===== src/rtl/i2c_pkg.sv =====
// Shared constants for the single-byte I2C master engine.
// State codes, quarter indices and slot counts used across the I2C side.
package i2c_pkg;

    localparam logic [3:0] IDLE     = 4'd0;
    localparam logic [3:0] START    = 4'd1;
    localparam logic [3:0] ADDR     = 4'd2;
    localparam logic [3:0] ADDR_ACK = 4'd3;
    localparam logic [3:0] WDATA    = 4'd4;
    localparam logic [3:0] WACK     = 4'd5;
    localparam logic [3:0] RDATA    = 4'd6;
    localparam logic [3:0] RNACK    = 4'd7;
    localparam logic [3:0] STOP     = 4'd8;

    localparam logic [1:0] Q0 = 2'd0;
    localparam logic [1:0] Q1 = 2'd1;
    localparam logic [1:0] Q2 = 2'd2;
    localparam logic [1:0] Q3 = 2'd3;

    localparam int TXN_SLOTS  = 20;
    localparam int NACK_SLOTS = 11;

endpackage


===== src/rtl/i2c_quarter_timer.sv =====
// SCL quarter-period generator: CLK_DIV prescaler plus 2-bit quarter count.
// Held at the start of Q0 while clr is high so a slot begins on acceptance.
module i2c_quarter_timer
    import i2c_pkg::*;
#(
    parameter int CLK_DIV = 4
) (
    input  logic       clk,
    input  logic       reset,
    input  logic       clr,
    output logic [1:0] q,
    output logic       q_last,
    output logic       slot_end
);

    localparam int CW = (CLK_DIV > 1) ? $clog2(CLK_DIV) : 1;
    localparam logic [CW-1:0] CNT_MAX = CW'(CLK_DIV - 1);

    logic [CW-1:0] cnt_q, cnt_d;
    logic [1:0]    q_q, q_d;

    assign q        = q_q;
    assign q_last   = (cnt_q == CNT_MAX);
    assign slot_end = q_last && (q_q == Q3);

    always_comb begin
        cnt_d = cnt_q;
        q_d   = q_q;
        if (clr) begin
            cnt_d = '0;
            q_d   = Q0;
        end else if (q_last) begin
            cnt_d = '0;
            q_d   = q_q + 2'd1;
        end else begin
            cnt_d = cnt_q + CW'(1);
        end
    end

    always_ff @(posedge clk) begin
        if (reset) begin
            cnt_q <= '0;
            q_q   <= Q0;
        end else begin
            cnt_q <= cnt_d;
            q_q   <= q_d;
        end
    end

endmodule


===== src/rtl/i2c_master_byte.sv =====
// Single-byte I2C master: START, address, ACK, one data byte, ACK/NACK, STOP.
// Open-drain outputs are driven combinationally from the registered state.
module i2c_master_byte
    import i2c_pkg::*;
#(
    parameter int CLK_DIV = 4
) (
    input  logic       clk,
    input  logic       reset,
    input  logic       start,
    input  logic [6:0] addr,
    input  logic       rw,
    input  logic [7:0] wdata,
    output logic       ready,
    output logic       done,
    output logic       ack_err,
    output logic [7:0] rdata,
    output logic       scl_oe,
    output logic       sda_oe,
    input  logic       sda_in
);

    logic [3:0] state_q, state_d;
    logic [6:0] addr_q;
    logic       rw_q;
    logic [7:0] wdata_q;
    logic [2:0] bit_q;
    logic       ack_err_q;
    logic [7:0] rdata_q;
    logic       done_q;

    logic [1:0] q;
    logic       q_last;
    logic       slot_end;

    i2c_quarter_timer #(
        .CLK_DIV(CLK_DIV)
    ) u_timer (
        .clk     (clk),
        .reset   (reset),
        .clr     (state_q == IDLE),
        .q       (q),
        .q_last  (q_last),
        .slot_end(slot_end)
    );

    logic       accept;
    logic       sample;
    logic       last_bit;
    logic       shifting;
    logic [7:0] tx_byte;

    assign accept   = (state_q == IDLE) && start;
    assign sample   = q_last && (q == Q2);
    assign last_bit = slot_end && (bit_q == 3'd0);
    assign shifting = (state_q == ADDR) || (state_q == WDATA) || (state_q == RDATA);
    assign tx_byte  = (state_q == WDATA) ? wdata_q : {addr_q, rw_q};

    always_ff @(posedge clk) begin
        if (reset) state_q <= IDLE;
        else       state_q <= state_d;
    end

    always_comb begin
        state_d = state_q;
        unique case (state_q)
            IDLE:     if (start)    state_d = START;
            START:    if (slot_end) state_d = ADDR;
            ADDR:     if (last_bit) state_d = ADDR_ACK;
            ADDR_ACK: if (slot_end) state_d = ack_err_q ? STOP : (rw_q ? RDATA : WDATA);
            WDATA:    if (last_bit) state_d = WACK;
            WACK:     if (slot_end) state_d = STOP;
            RDATA:    if (last_bit) state_d = RNACK;
            RNACK:    if (slot_end) state_d = STOP;
            STOP:     if (slot_end) state_d = IDLE;
            default:                state_d = IDLE;
        endcase
    end

    always_comb begin
        scl_oe = 1'b0;
        sda_oe = 1'b0;
        unique case (state_q)
            IDLE: ;
            START: sda_oe = q[1];
            ADDR, WDATA: begin
                scl_oe = ~q[1];
                sda_oe = ~tx_byte[bit_q];
            end
            ADDR_ACK, WACK, RDATA, RNACK: scl_oe = ~q[1];
            STOP: begin
                scl_oe = ~q[1];
                sda_oe = (q != Q3);
            end
            default: ;
        endcase
    end

    assign ready   = (state_q == IDLE);
    assign done    = done_q;
    assign ack_err = ack_err_q;
    assign rdata   = rdata_q;

    // Bit counter wraps 0 -> 7 inside a byte; single-slot states reload it.
    always_ff @(posedge clk) begin
        if (reset) begin
            addr_q    <= '0;
            rw_q      <= 1'b0;
            wdata_q   <= '0;
            bit_q     <= 3'd7;
            ack_err_q <= 1'b0;
            rdata_q   <= '0;
            done_q    <= 1'b0;
        end else begin
            done_q <= (state_q == STOP) && slot_end;
            if (accept) begin
                addr_q    <= addr;
                rw_q      <= rw;
                wdata_q   <= wdata;
                bit_q     <= 3'd7;
                ack_err_q <= 1'b0;
                rdata_q   <= '0;
            end
            if (slot_end) begin
                bit_q <= shifting ? bit_q - 3'd1 : 3'd7;
            end
            if (sample && sda_in && ((state_q == ADDR_ACK) || (state_q == WACK))) begin
                ack_err_q <= 1'b1;
            end
            if (sample && (state_q == RDATA)) begin
                rdata_q <= {rdata_q[6:0], sda_in};
            end
        end
    end

endmodule


===== config.mk =====
export PLATFORM = sky130hd
export DESIGN_NAME = i2c_master_byte
export DESIGN_NICKNAME = d
export VERILOG_FILES = /design/src/rtl/i2c_pkg.sv /design/src/rtl/i2c_quarter_timer.sv /design/src/rtl/i2c_master_byte.sv
export SDC_FILE = /design/constraint.sdc
export NUM_CORES = 1
export LEC_CHECK = 0
export CAP_MARGIN = 0
export CORE_ASPECT_RATIO = 1.5
export CORE_UTILIZATION = 31
export CTS_BUF_LIST = sky130_fd_sc_hd__clkbuf_8 sky130_fd_sc_hd__clkbuf_16
export DETAILED_ROUTE_END_ITERATION = 10
export GPL_TIMING_DRIVEN = 0
export PLACE_DENSITY = 0.58
export SYNTH_ARGS = -nofsm -noshare
export SYNTH_HDL_FRONTEND = slang
export SYNTH_HIERARCHICAL = 1
export SYNTH_SLANG_ARGS = --single-unit

===== constraint.sdc =====
create_clock -name clk -period 2.25 [get_ports clk]
set_clock_uncertainty 0.2 [all_clocks]
set_input_delay 0.225 -clock clk [delete_from_list [all_inputs] [get_ports clk]]
set_output_delay 0.225 -clock clk [all_outputs]
set_load 0.05 [all_outputs]

* After elaboration in Yosys (flattened, before gate mapping)
Cells that the tools add are included. Widths: inputs -> output; s select.
Storage, ports and cells: word-level logic and storage cells 81, register bits 37, input bits 20, output and inout port bits 13
Operators by class: $add $sub $neg 3, muxes and demuxes 23, bitwise logic cells 2, $lt $le $gt $ge 1, equality and inequality tests 20, reductions and logical operators 22
Operators by type and width (number):
- $mux 4 | 9
- $pmux 4 s8 | 1
- $mux 8 | 3
- $eq 4x3->1 const B | 4
- $ne 2x2->1 const B | 8
- $mux 3 | 3
- $eq 4x2->1 const B | 2
- $logic_and 1x1->1 | 8
- $reduce_and 8->1 | 1
- $reduce_or 7->1 | 1
- $eq 2x2->1 const B | 3
- $reduce_bool 2->1 | 3
- $reduce_or 2->1 | 3
- $add 2x1->2 const B | 2
- $eq 4x1->1 const B | 1
- $eq 4x4->1 const B | 1
- $logic_not 4->1 | 1
- $lt 3x4->1 const B | 1
- $mux 1 | 4
- $bmux 1 s3 | 1
- $logic_not 3->1 | 1
- $logic_or 1x1->1 | 3
- $pmux 1 s3 | 1
- $reduce_or 3->1 | 1
- 4 further kinds | 5

* Logic depth before layout (Yosys ltp)
Gate-level depths: netlist of run 1.
word-level depth 6, depth in mapped cells 7, depth with buffers taken out 6

* By module
The synthesis of run 1 kept the hierarchy.
By module, submodules not included:
- i2c_master_byte | cells each 175, times used 1, seq. area each 660.6 µm², area each 1549.0 µm²
- i2c_quarter_timer | cells each 13, times used 1, seq. area each 80.1 µm², area each 166.4 µm²

* Worst setup path before layout of run 1
OpenSTA, ideal clock, no wires.
path type reg2out, from register state_q[3], to output port sda_oe, buffers on the path 1, arrival 1.685 ns, data required time 1.825 ns, setup slack 0.140 ns, cell stages (with the launch flop) 6, cells stage by stage dfxtp_1 buf_6 nor4b_4 mux4_1 o32ai_1 a211o_1
Between the ends: word-level cells in the longest chain between the ends 6, elaborated cells on any way between the ends 10, those cells by class eq/ne: 4; mux: 4; bitwise: 1; reduce/logical: 1
Ends and longest elaborated chain:
- start, declared | line i2c_master_byte.sv:23 | logic [3:0] state_q, state_d;
- start signal, assigned | line i2c_master_byte.sv:61 | else state_q <= state_d;
- $eq 4x3->1 | line i2c_master_byte.sv:57, i2c_master_byte.sv:83
- $mux 8 | line i2c_master_byte.sv:57 | assign tx_byte = (state_q == WDATA) ? wdata_q : {addr_q, rw_q};
- $bmux 1 s3 | line i2c_master_byte.sv:88 | sda_oe = ~tx_byte[bit_q];
- $mux 1 (implied by the code) | line i2c_master_byte.sv:88
- $not 1->1 | line i2c_master_byte.sv:88
- $pmux 1 s3 * | line i2c_master_byte.sv:83 | unique case (state_q)
- end, declared | line i2c_master_byte.sv:19 | output logic sda_oe,
Mark *: on every way between the ends. The rest lies on a longest branch, timed or not. The select of a mux whose other input is x is not followed.

* Final worst setup path of run 1
from register state_q[1], to output port sda_oe
Same word-level chain as after synthesis.

==> impl_results.md, run 1 <==
* Outcome: complete, but fails checks
* Violated checks: setup timing
* Commonest non-fill, non-tap cells in the layout: nand2_1 (40), dfxtp_1 (36), clkdlybuf4s50_1 (29)
* Vias per cell at 4.80
* Final Cycle Share at 1.08
* Arr. time, crit path at 2.01 ns
* Relative slew slack at 0.667
* Ranking of synthesized cells by area: dfxtp_1 (43%), nand2_1 (8.8%), a21oi_1 (6.4%), mux4_1 (6.1%), a22oi_1 (3.9%)
* DRC at 0
* Register area share after synthesis at 0.432
* Final wirelength at 3540 um
* First-pass GRT wire length at 6280 um
* Net switching power at 296 uW
* Max-Cap Viols at 0
* Int Power at 945 uW
* Post-synth cell types at 43
* Ports at 33
* Final ANT Viol Nets at 0
* Worst-margin pin slew at 0.498 ns
* Clock transition at path regs at 0.07 ns
* Largest net degree at the start of global routing at 12
* Layout Nets at 251
* Total track usage at 0.139
* Combinational power share at 0.096
* Core ar. at 0.00525 mm^2
* Max VDD drop at 0.000291 V
* Max Clk Rate at 411 MHz
* Final setup viols at 1
* PortBufs at 32
* Area leader, netlist: dfxtp_1
* Antenna violations before repair at 0
* Global route overflow at 0
* Post-synthesis register bit count at 37
* DR WL/cell at 11.9 um
* Hold buffer count at CTS at 0
* Nature of the critical path startpoint: flop
* Clock Latency Late Sink at 0.29 ns
* Seq pwr share at 0.553
* Min Tclk post-route at 2.43 ns
* Synthesized area at 0.00172 mm^2
* Util after Layout at 0.422
* Share of post-route cells with drive strength above 1 at 0.132
* Ant diodes at 0
* Average cell area after synthesis at 9.12 um^2
* Site row count at 32
* CP max FO at 10
* Critical path class: flop to output port
* Final Cell Area at 0.00221 mm^2
* Die width at 62.7 um
* Area Growth Syn to Fin at 29.1%
* Synthesized net count at 212
* Final setup margin at -0.182 ns
* Most common cell after layout, fill and taps aside: nand2_1
* CTS tree: built
* Fill count at 520
* Total placed instance area at 0.00212 mm^2
* Critical Path Sink Type: output port
* Final hold vios at 0
* Max-slew violations at 0
* CTS Root Buffer Type: clkbuf_8
* Power Density at 560 mW/mm^2
* Drt initial violations at 35
* Clock network fraction of design power at 0.352
* Area share of the largest cell type after synthesis at 0.432
* YS warnings at 6
* Total CTS buffers at 5
* Critical Path RT at 1.82 ns
* Initial Util at 0.327
* Power Total at 1240 uW
* Final HPWL DP at 2650 um
* RSZ-0062 raised after global routing: yes
* Type of the worst min-delay path: flop to flop
* Vias in the first global route at 1,356
* DRT Pass-1 Iters at 4
* Net Sw Frac at 0.239
* H-tree Lvls at 2
* Die Ht at 93.1 um
* Area of the die at 0.00584 mm^2
* Mapped Cells at 188
* Leakage dissipation at 0.000858 uW
* Final RePlAce weighted congestion at 0.806
* Clk sink count at 37
* Via count at 1,421
* Worst-case clock buffer depth at 2
-- layer usage --
metal | share of wire | global-route usage | up-vias
li1 | - | - | 745
met3 | 0.031 | 0.0268 | 7
met2 | 0.49 | 0.229 | 29
met4 | 0.028 | 0.0872 | 0
met1 | 0.45 | 0.164 | 640
met5 | 0 | 0 | -
-- final timing paths --
path | depth (start not counted) | to | slack [ns] | from
setup / recovery | 7 | sda_oe | -0.18 | state_q[1]
hold / removal | 1 | u_timer/cnt_q[0] | 0.23 | u_timer/cnt_q[0]
setup reg to reg | 6 | addr_q[3] | 0.36 | state_q[2]
hold reg to reg | 1 | u_timer/cnt_q[0] | 0.23 | u_timer/cnt_q[0]
-- synth_stat cells --
library cell	count
mux4_1	4
a22oi_2	1
nor3_1	5
and4bb_2	1
nor4_1	1
clkbuf_1	4
o21ai_0	1
buf_4	3
nor3b_1	2
nand3b_1	2
dfxtp_1	37
buf_1	1
a211o_1	1
or2_2	1
a22oi_1	9
xnor2_1	2
o32ai_1	1
o21bai_1	1
a21o_1	2
a21oi_1	22
inv_1	3
o311a_1	1
buf_6	2
nor3b_2	1
a211oi_1	1
and2_1	2
and3b_1	1
nor4b_1	2
and2_2	1
ha_1	4
o21a_1	1
nand2b_1	1
and3_1	1
nand4b_1	1
o21ba_2	1
nor3_2	2
buf_2	2
and2b_1	1
nor2_1	15
nand2_1	40
o22a_1	1
nor4b_4	1
mux2i_1	2
-- power groups by stage --
stage          logic [uW]  clock network, uW  registers (uW)
2_1_floorplan        71.2                  0             695
3_3_place_gp          125                  0             697
3_5_place_dp          124                  0             698
4_1_cts               125                452             682
5_1_grt               134                479             689
6_report              119                436             686
-- flip-flops by register name, indices dropped and copies added, names as in the netlist --
signal	flops
u_timer/q	2
state_q	4
wdata_q	8
rw_q	1
done	1
u_timer/cnt_q	2
ack_err	1
addr_q	7
bit_q	3
rdata	8
-- through the flow --
stage / setup WS [ns] / std cells / setup TNS (ns) / hold WS (ns)
2_1_floorplan: 0.140 / 188 / 0 / 0.0947
3_5_place_dp: -0.604 / 288 / -0.811 / 0.225
6_report: -0.182 / 296 / -0.182 / 0.233
5_1_grt: -0.291 / 296 / -0.291 / 0.266
4_1_cts: -0.229 / 297 / -0.229 / 0.236
3_3_place_gp: -0.590 / 288 / -0.804 / 0.219
-- cell families (layout without fill, tap and decap cells) --
group,count (synthesis),count (layout),share of synthesized area
and+or+nand+nor,81,81,0.244
AOI/OAI and AO/OA,43,43,0.163
DFF,37,37,0.432
buffers and inverters,15,55,0.0496
muxes,6,6,0.0729
adders and majority gates,4,4,0.0292
xor gates and xnor gates,2,2,0.0102
-- critical path, stage by stage (launching register included) --
cell and delay [ns]:
dfxtp_2 0.32, buf_6 0.13, nor4b_4 0.25, buf_4 0.17, mux4_2 0.31, o32ai_2 0.21, a211o_1 0.16, buf_6 0.16
-- cell type report --
class / instances / area, um^2 / share of cell area
repair buffers: 33 / 325 / 0.147
plain buffers: 11 / 72.6 / 0.0328
clock inverters: 3 / 13.8 / 0.00621
inverters: 3 / 11.3 / 0.00508
clock buffers: 5 / 68.8 / 0.0311
well taps: 68 / 85.1 / 0.0384
flip-flops and latches: 37 / 742 / 0.335
multi-input cells: 136 / 896 / 0.405
-- repair_timing --
item	CTS	global route
gates resized for setup	12	6
pin swaps	1	1
setup buffers	1	0
hold endpoints to repair	0	0
endpoints found under the setup margin	3	3
Power figures use the tool's default switching activity.
==> run 2: changes to the inputs <==
--- a/config.mk
+++ b/config.mk
@@ -11,6 +11,7 @@
 export CTS_BUF_LIST = sky130_fd_sc_hd__clkbuf_8 sky130_fd_sc_hd__clkbuf_16
 export DETAILED_ROUTE_END_ITERATION = 10
 export GPL_TIMING_DRIVEN = 0
+export HOLD_SLACK_MARGIN = 0.12
 export PLACE_DENSITY = 0.58
 export SYNTH_ARGS = -nofsm -noshare
 export SYNTH_HDL_FRONTEND = slang
==> results of run 2 <==
The final DEF is identical to that of run 1; final timing and power are the same.
==> run 3: changes to the inputs <==
--- a/config.mk
+++ b/config.mk
@@ -7,12 +7,12 @@
 export LEC_CHECK = 0
 export CAP_MARGIN = 0
 export CORE_ASPECT_RATIO = 1.5
-export CORE_UTILIZATION = 31
+export CORE_UTILIZATION = 40
 export CTS_BUF_LIST = sky130_fd_sc_hd__clkbuf_8 sky130_fd_sc_hd__clkbuf_16
 export DETAILED_ROUTE_END_ITERATION = 10
 export GPL_TIMING_DRIVEN = 0
 export HOLD_SLACK_MARGIN = 0.12
-export PLACE_DENSITY = 0.58
+export PLACE_DENSITY = 0.7
 export SYNTH_ARGS = -nofsm -noshare
 export SYNTH_HDL_FRONTEND = slang
 export SYNTH_HIERARCHICAL = 1
==> impl_results.md, run 3 (synthesis results as in run 1) <==
* Nature of the critical path startpoint: flop
* H-tree Lvls at 2
* Clock transition at path regs at 0.07 ns
* Leakage dissipation at 0.000876 uW
* Type of the worst min-delay path: flop to flop
* Drt initial violations at 35
* DRT Pass-1 Iters at 4
* Share of post-route cells with drive strength above 1 at 0.143
* Clock Latency Late Sink at 0.29 ns
* Max-slew violations at 0
* Hold Path Stages at 1
* R2r startpoint: state_q[1]
* Final ANT Viol Nets at 0
* Total placed instance area at 0.00209 mm^2
* Final setup margin at -0.206 ns
* Hold wc startpoint: u_timer/cnt_q[0]
* Commonest non-fill, non-tap cells in the layout: nand2_1 (40), dfxtp_1 (36), clkdlybuf4s50_1 (29)
* Worst-case clock buffer depth at 2
* Worst-margin pin slew at 0.524 ns
* Area Growth Syn to Fin at 28.8%
* RSZ-0062 raised after global routing: yes
* Hold buffer count at CTS at 0
* Global route overflow at 0
* Final wirelength at 3520 um
* Total CTS buffers at 5
* PortBufs at 32
* Relative slew slack at 0.650
* Net switching power at 301 uW
* Core ar. at 0.00403 mm^2
* Post-route insts no fill at 276
* Place WS at -0.543 ns
* Clk sink count at 37
* Final hold slack at 0.235 ns
* Reg2Reg Capture Point: wdata_q[4]
* Initial Util at 0.426
* Clock network fraction of design power at 0.354
* Final RePlAce weighted congestion at 0.826
* Power Density at 564 mW/mm^2
* Max-Cap Viols at 0
* Ports at 33
* Vias in the first global route at 1,381
* DR WL/cell at 12.8 um
* Combinational power share at 0.096
* Final Cycle Share at 1.09
* Min Tclk post-route at 2.46 ns
* Fill count at 377
* Net Sw Frac at 0.241
* Outcome: complete, but fails checks
* Final setup viols at 1
* CP max FO at 5
* Antenna violations before repair at 0
* Power Total at 1250 uW
* Via count at 1,435
* CTS tree: built
* Critical path class: flop to output port
* Final Cell Area at 0.00221 mm^2
* Placed Cells at 265
* Arr. time, crit path at 2.03 ns
* Seq pwr share at 0.550
* Worst-case reg-to-reg path depth at 7
* Most common cell after layout, fill and taps aside: nand2_1
* Hold EP: u_timer/cnt_q[0]
* Max Clk Rate at 407 MHz
* Int Power at 945 uW
* DRC at 0
* Layout Nets at 254
* First-pass GRT wire length at 6180 um
* R2R setup slack at 0.25 ns
* Critical Path Sink Type: output port
* Critical Path RT at 1.82 ns
* Vias per cell at 5.20
* Ant diodes at 0
* Final HPWL DP at 2570 um
* Max VDD drop at 0.000502 V
* Largest net degree at the start of global routing at 12
* Final hold vios at 0
* Die Ht at 82.2 um
* Die width at 55.5 um
* Site row count at 28
* CTS Root Buffer Type: clkbuf_8
* Violated checks: setup timing
* Area of the die at 0.00456 mm^2
* Total track usage at 0.173
[run 3: cell count changes in the layout (fill, tap and decap cells not counted), sizes merged]
cell	delta
buf	+3
clkbuf	+1
clkdlybuf4s15	-1
[run 3: power by group through the flow]
stage                     combinational [uW]  clock, uW  sequential, uW
after floorplan                         71.2          0             695
after detailed placement                 124          0             698
after global placement                   123          0             697
after CTS                                124        453             682
final                                    119        440             685
after global routing                     135        482             688
[run 3: final cells by class]
class	instances	area (um^2)	share of cell area
multi-input combinational	136	901	0.408
tap	45	56.3	0.0255
sequential	37	742	0.336
inverter	3	11.3	0.00510
clock inverter	3	13.8	0.00623
clock buffer	5	68.8	0.0311
timing repair buffer	36	344	0.156
buffer	11	72.6	0.0328
[run 3: worst max-delay path: stages (launching register included)]
cell and delay [ns]:
dfxtp_2 0.32, buf_6 0.12, nor4b_4 0.25, buf_4 0.17, mux4_2 0.30, o32ai_2 0.25, a211o_1 0.17, buf_6 0.16
[run 3: metrics by stage]
stage,util,TNS (ns)
3_3_place_gp,0.519,-0.717
4_1_cts,0.542,-0.219
3_5_place_dp,0.519,-0.722
6_report,0.548,-0.206
5_1_grt,0.548,-0.293
2_1_floorplan,-,0
[run 3: how the worst max path moves through the flow]
stage	start	to	slack [ns]
2_1_floorplan	state_q[3]	sda_oe	0.14
3_3_place_gp	state_q[3]	sda_oe	-0.54
3_5_place_dp	state_q[3]	sda_oe	-0.54
4_1_cts	state_q[1]	sda_oe	-0.22
5_1_grt	state_q[1]	sda_oe	-0.29
6_report	state_q[1]	sda_oe	-0.21
[run 3: layer usage]
layer	routed length, um	track usage	vias to the layer above
li1	-	-	743
met1	1550	0.200	663
met2	1800	0.312	23
met3	107	0.0374	6
met4	61	0.0675	0
met5	0	0	-
[run 3: timing repair]
| action | in CTS | in global routing |
|---|---|---|
| resized for setup | 13 | 9 |
| pin swaps | 1 | 2 |
| hold endpoints to repair | 0 | 0 |
| setup buffers | 1 | 3 |
| endpoints found under the setup margin | 3 | 3 |
